<file path="src/rtl/gyruss_audio_mixer.sv">
// Time-multiplexed Gyruss sound mixer: per-sample snapshot of NCH channel levels,
// serial gain/accumulate through one multiplier, saturation, held 16-bit output.
module gyruss_audio_mixer #(
  parameter int NCH = 5,
  parameter int DIV = 220
) (
  input  logic              clk,
  input  logic              reset,
  input  logic [NCH*10-1:0] ch_in,
  input  logic [NCH*8-1:0]  gain,
  input  logic              mute,
  input  logic              clip_clr,
  output logic [15:0]       out,
  output logic              out_valid,
  output logic              clip
);

  // state | meaning
  // IDLE  | waiting for divider tick; snapshots inputs on tick
  // ACC   | one channel per cycle multiplied and accumulated
  // SAT   | shift, saturate (or mute) and present the sample

  localparam int CW = $clog2(DIV);

  generate
    if (NCH < 1 || NCH > 8) begin : g_bad_nch
      $error("gyruss_audio_mixer: NCH must be 1..8");
    end
    if (DIV < NCH + 3) begin : g_bad_div
      $error("gyruss_audio_mixer: DIV must be at least NCH+3");
    end
  endgenerate

  typedef enum logic [1:0] {IDLE, ACC, SAT} state_t;

  state_t             state;
  logic [CW-1:0]      div_cnt;
  logic               tick;
  logic [9:0]         ch_snap   [NCH];
  logic [7:0]         gain_snap [NCH];
  logic               mute_snap;
  logic [2:0]         idx;
  logic signed [21:0] acc;

  logic signed [10:0] s;
  logic signed [19:0] p;
  logic signed [21:0] r;
  logic               pos_sat;
  logic               neg_sat;

  assign tick = (div_cnt == CW'(DIV - 1));

  always_comb begin
    s       = $signed({1'b0, ch_snap[idx]}) - 11'sd512;
    p       = s * $signed({1'b0, gain_snap[idx]});
    r       = acc >>> 3;
    pos_sat = (r > 22'sd32767);
    neg_sat = (r < -22'sd32768);
  end

  always_ff @(posedge clk) begin
    if (reset) begin
      state     <= IDLE;
      div_cnt   <= '0;
      acc       <= '0;
      idx       <= '0;
      mute_snap <= 1'b0;
      out       <= '0;
      out_valid <= 1'b0;
      clip      <= 1'b0;
      for (int i = 0; i < NCH; i++) begin
        ch_snap[i]   <= '0;
        gain_snap[i] <= '0;
      end
    end else begin
      out_valid <= 1'b0;
      div_cnt   <= tick ? '0 : div_cnt + 1'b1;
      if (clip_clr) clip <= 1'b0;
      case (state)
        IDLE: begin
          if (tick) begin
            for (int i = 0; i < NCH; i++) begin
              ch_snap[i]   <= ch_in[10*i +: 10];
              gain_snap[i] <= gain[8*i +: 8];
            end
            mute_snap <= mute;
            acc       <= '0;
            idx       <= '0;
            state     <= ACC;
          end
        end
        ACC: begin
          acc <= acc + 22'(p);
          if (idx == 3'(NCH - 1)) state <= SAT;
          else                    idx   <= idx + 3'd1;
        end
        SAT: begin
          out_valid <= 1'b1;
          state     <= IDLE;
          // a saturation here overrides a clip_clr seen in the same cycle
          if (mute_snap) begin
            out <= '0;
          end else if (pos_sat) begin
            out  <= 16'h7fff;
            clip <= 1'b1;
          end else if (neg_sat) begin
            out  <= 16'h8000;
            clip <= 1'b1;
          end else begin
            out <= r[15:0];
          end
        end
        default: state <= IDLE;
      endcase
    end
  end

endmodule
</file>
<file path="config.mk">
export PLATFORM = sky130hd
export DESIGN_NAME = gyruss_audio_mixer
export DESIGN_NICKNAME = d
export VERILOG_FILES = /design/src/rtl/gyruss_audio_mixer.sv
export SDC_FILE = /design/constraint.sdc
export NUM_CORES = 1
export LEC_CHECK = 0
export ABC_CLOCK_PERIOD_IN_PS = 9250
export BUFFER_PORTS_ARGS = -buffer_cell sky130_fd_sc_hd__buf_2
export CAP_MARGIN = 25
export CORE_MARGIN = 2
export CORE_UTILIZATION = 50
export CTS_BUF_LIST = sky130_fd_sc_hd__clkbuf_4
export CTS_CLUSTER_SIZE = 24
export DETAILED_ROUTE_END_ITERATION = 8
export PLACE_DENSITY = 0.67
export RECOVER_POWER = 50
export SKIP_CTS_REPAIR_TIMING = 1
export SLEW_MARGIN = 20
export SYNTH_ARGS = -nofsm -noshare
export SYNTH_HDL_FRONTEND = slang
export SYNTH_SLANG_ARGS = --single-unit
</file>
<file path="constraint.sdc">
create_clock -name clk -period 9.25 [get_ports clk]
set_clock_uncertainty 0.05 [all_clocks]
set_input_delay 2.3125 -clock clk [delete_from_list [all_inputs] [get_ports clk]]
set_output_delay 2.3125 -clock clk [all_outputs]
set_load 0.02 [all_outputs]
</file>
==> flow_summary.yaml <==
pwr:
  ir_worst_vdd_mv: 0.0921
  clkPwrFrac: 0.267
  leakage_nw: 4.87
  p_comb_frac: 0.319
  p_int_mw: 1.13
  switching_power_mw: 0.594
  power_mw: 1.72
  sequentialPowerShare: 0.414
  switching_share: 0.345
  pwr_density_cell_mw_per_mm2: 154
drt:
  drtAntennaViolNets: 0
  drt_wl_total_um: 20000
  drt_iter0_drc: 317
  wl_per_cell_um: 14.8
  drcViolationCount: 0
  first_pass_iters: 5
  routed_via_density: 5.07
  vias: 6824
place:
  dpl.cell_count: 1314
  hpwl_um: 15900
  io_buffers: 111
  gp_congestion: 0.911
  place_ws_ns: 2.18
synthesis:
  syn_inst: 967
  ys_seq_area_frac: 0.382
  synth.avg_cell_area_um2: 10.4
  yosysTopAreaCell: "edfxtp_1"
  ys_types: 55
  syn_area_mm2: 0.0101
  synth_compound_area_frac: 0.0715
  ys_ff_latch: 147
  synth_edf_count: 90
  synthFlopType: "edfxtp_1"
  synth_adder_area_share: 0.235
  ys_async_sr_fraction: 0
  synth-simple-area-share: 0.154
  syn-num-nets: 1199
  yosys-top-cells-area: "edfxtp_1 27%, fa_1 17%, dfxtp_1 11%"
  yosysWarningCount: 0
  synth_xor_area_frac: 0.0200
  synth_top_family_by_area: "adder cells"
  yosysTopAreaCellShare: 0.268
  muxShareOfSynthArea: 0.0683
run_status:
  violations: "capacitance limit, slew limit"
  status: "finished with violations"
floorplan:
  die_h_um: 146
  io_pins: 112
  core.rowCount: 51
  initial_core_util: 0.514
  dieArea_mm2: 0.0213
  die_w_um: 146
  core_mm2: 0.0196
cts:
  clock_sinks: 147
  clk_pin_slew_ns: 0.15
  clock_latency_ns: 0.55
  root_buffer: "clkbuf_4"
  clock_path_buffers: 2
  cts_tree: "done"
  cts_buffers: 17
  htree_levels: 4
sta:
  report.final.setup_viol: 0
  rsz0062_at_grt: "no"
  setup_tns_ns: 0
  finalCriticalPeriod_ns: 7.06
  worst_slack_ns: 2.19
  slew_viol_final: 129
  fin_crit_sh: 0.764
  finalHoldViolations: 0
  fmax_ghz: 0.142
  tightest_slew_ns: 2.66
  slew_headroom: -0.771
critical_path:
  cp_slowest_stage_delay_ns: 0.94
  cpMaxStageDelayCell: "dfxtp_1"
  startpoint_type: "flip-flop"
  crit_path_max_fanout: 18
  path_class: "flip-flop to flip-flop"
  crit_arrival_ns: 7.47
  cpMostUsedCell: "fa_1"
  crit_required_ns: 9.66
  path_cells: "mux4_2 > mux2i_1 > inv_1 > nand2_1 > fa_1 > inv_1 > fa_1 > fa_1 > inv_1 > fa_1 > fa_1 > inv_1 > ha_1 > nand4_1 > or4_4 > a311oi_2 > nor3_1 > xnor2_1 > a21oi_1 > o22ai_1"
  end_kind: "flip-flop"
min_path:
  min_path_type: "flip-flop to flip-flop"
cells_and_area:
  fin_util: 0.572
  area_growth_pct: 11.2
  multi_input_comb_area_mm2: 0.00554
  fin_cells: 1347
  nFillCells: 1720
  drive_above_1_share: 0.171
  regArea_mm2: 0.00384
  fin_nets: 1300
global_route:
  grt-ovfl-total: 0
  grt_pass1_vias: 6842
  grt_use_total: 0.195
  grt_pass1_wl_um: 33300
  grt_start_max_net_pins: 92
  antenna_found_initial: 1
run:
  max_cap_viol_count: 2
==> cell usage after synthesis (7+ instances only) <==
cell type,instances
and2_1,95
nand2_1,82
edfxtp_1,90
mux2_2,10
xnor2_1,14
xor2_1,9
mux2i_1,17
mux4_2,18
nor2b_1,7
a21oi_1,44
ha_1,52
fa_1,86
clkbuf_1,25
nor2_1,78
a21o_1,8
nand3_1,18
o21ai_0,35
dfxtp_1,57
inv_1,146
==> flip-flops by register name, indices dropped and copies added, names as in the netlist, named ones only <==
name       cells
ch_snap       50
out           16
state          2
out_valid      1
clip           1
idx            3
mute_snap      1
gain_snap     40
div_cnt        8
acc           22
==> worst max-delay path: cells and delay by family, from the launching register on <==
kind / cells / cell delay, ns
multiplexers: 2 / 0.93
AO/OA/AOI/OAI: 3 / 0.46
flip-flops: 1 / 0.94
adder cells (fa/ha/maj): 6 / 2.88
XOR/XNOR: 1 / 0.15
buffers and inverters: 4 / 0.52
AND/OR/NAND/NOR: 4 / 1.06
==> metal layers <==
metal | vias to the layer above | part of all wire | global-route usage
met2 | 163 | 0.48 | 0.317
met4 | 0 | 0.023 | 0.0574
met5 | - | 0 | 0
li1 | 3380 | - | -
met1 | 3248 | 0.45 | 0.262
met3 | 33 | 0.046 | 0.0451
==> cell families after synthesis <==
logic type | Yosys count
and+or+nand+nor | 313
buffers and inverters | 181
DFF | 147
adders and majority gates | 138
AOI/OAI and AO/OA | 120
muxes | 45
xor gates and xnor gates | 23
==> layout by cell type, fill, tap and decap left out, types with 4 or more instances in the layout <==
cell,count
nor2b_1,7
nand4_1,4
inv_8,5
and2_0,72
o211ai_1,5
and2_1,23
mux2i_1,17
clkbuf_1,4
nor3_1,6
inv_6,5
nand2b_1,6
edfxtp_1,90
o21ai_0,35
nand3_1,18
xnor2_1,14
mux2_2,10
mux4_2,18
fa_1,86
xor2_1,9
ha_1,52
buf_2,109
a21oi_1,44
a21o_1,8
nor2_1,78
clkbuf_4,17
dfxtp_1,57
inv_1,146
nand2_1,82
==> path summary, 6_finish.rpt <==
| kind | cells after the start | start | end | slack [ns] |
|---|---|---|---|---|
| setup reg to reg | 20 | flip-flop | acc[21] | 2.19 |
| hold reg to reg | 1 | div_cnt[0] | div_cnt[0] | 0.40 |
| setup / recovery | 20 | flip-flop | acc[21] | 2.19 |
| hold / removal | 1 | div_cnt[0] | div_cnt[0] | 0.40 |
==> power groups by stage <==
stage / Sequential (mW) / Combinational [mW] / Clock (mW)
3_5_place_dp: 0.727 / 0.551 / 0
5_1_grt: 0.714 / 0.629 / 0.502
4_1_cts: 0.713 / 0.552 / 0.476
3_3_place_gp: 0.727 / 0.541 / 0
2_1_floorplan: 0.726 / 0.424 / 0
6_report: 0.712 / 0.550 / 0.460
==> area by class of cell <==
class / count / share of cell area
inverter: 146 / 0.0489
clock buffer: 17 / 0.0114
antenna: 1 / 0.000223
clock inverter: 15 / 0.0185
timing repair buffer: 117 / 0.0537
multi-input combinational: 639 / 0.495
sequential: 147 / 0.343
tap: 265 / 0.0296
==> stage by stage <==
step           cell area [µm²]  hold WS (ns)
3_3_place_gp             10900         0.381
3_5_place_dp             10900         0.389
5_1_grt                  11200         0.435
2_1_floorplan            10100         0.368
4_1_cts                  11200         0.408
6_report                 11200         0.405
Power figures use the tool's default switching activity.
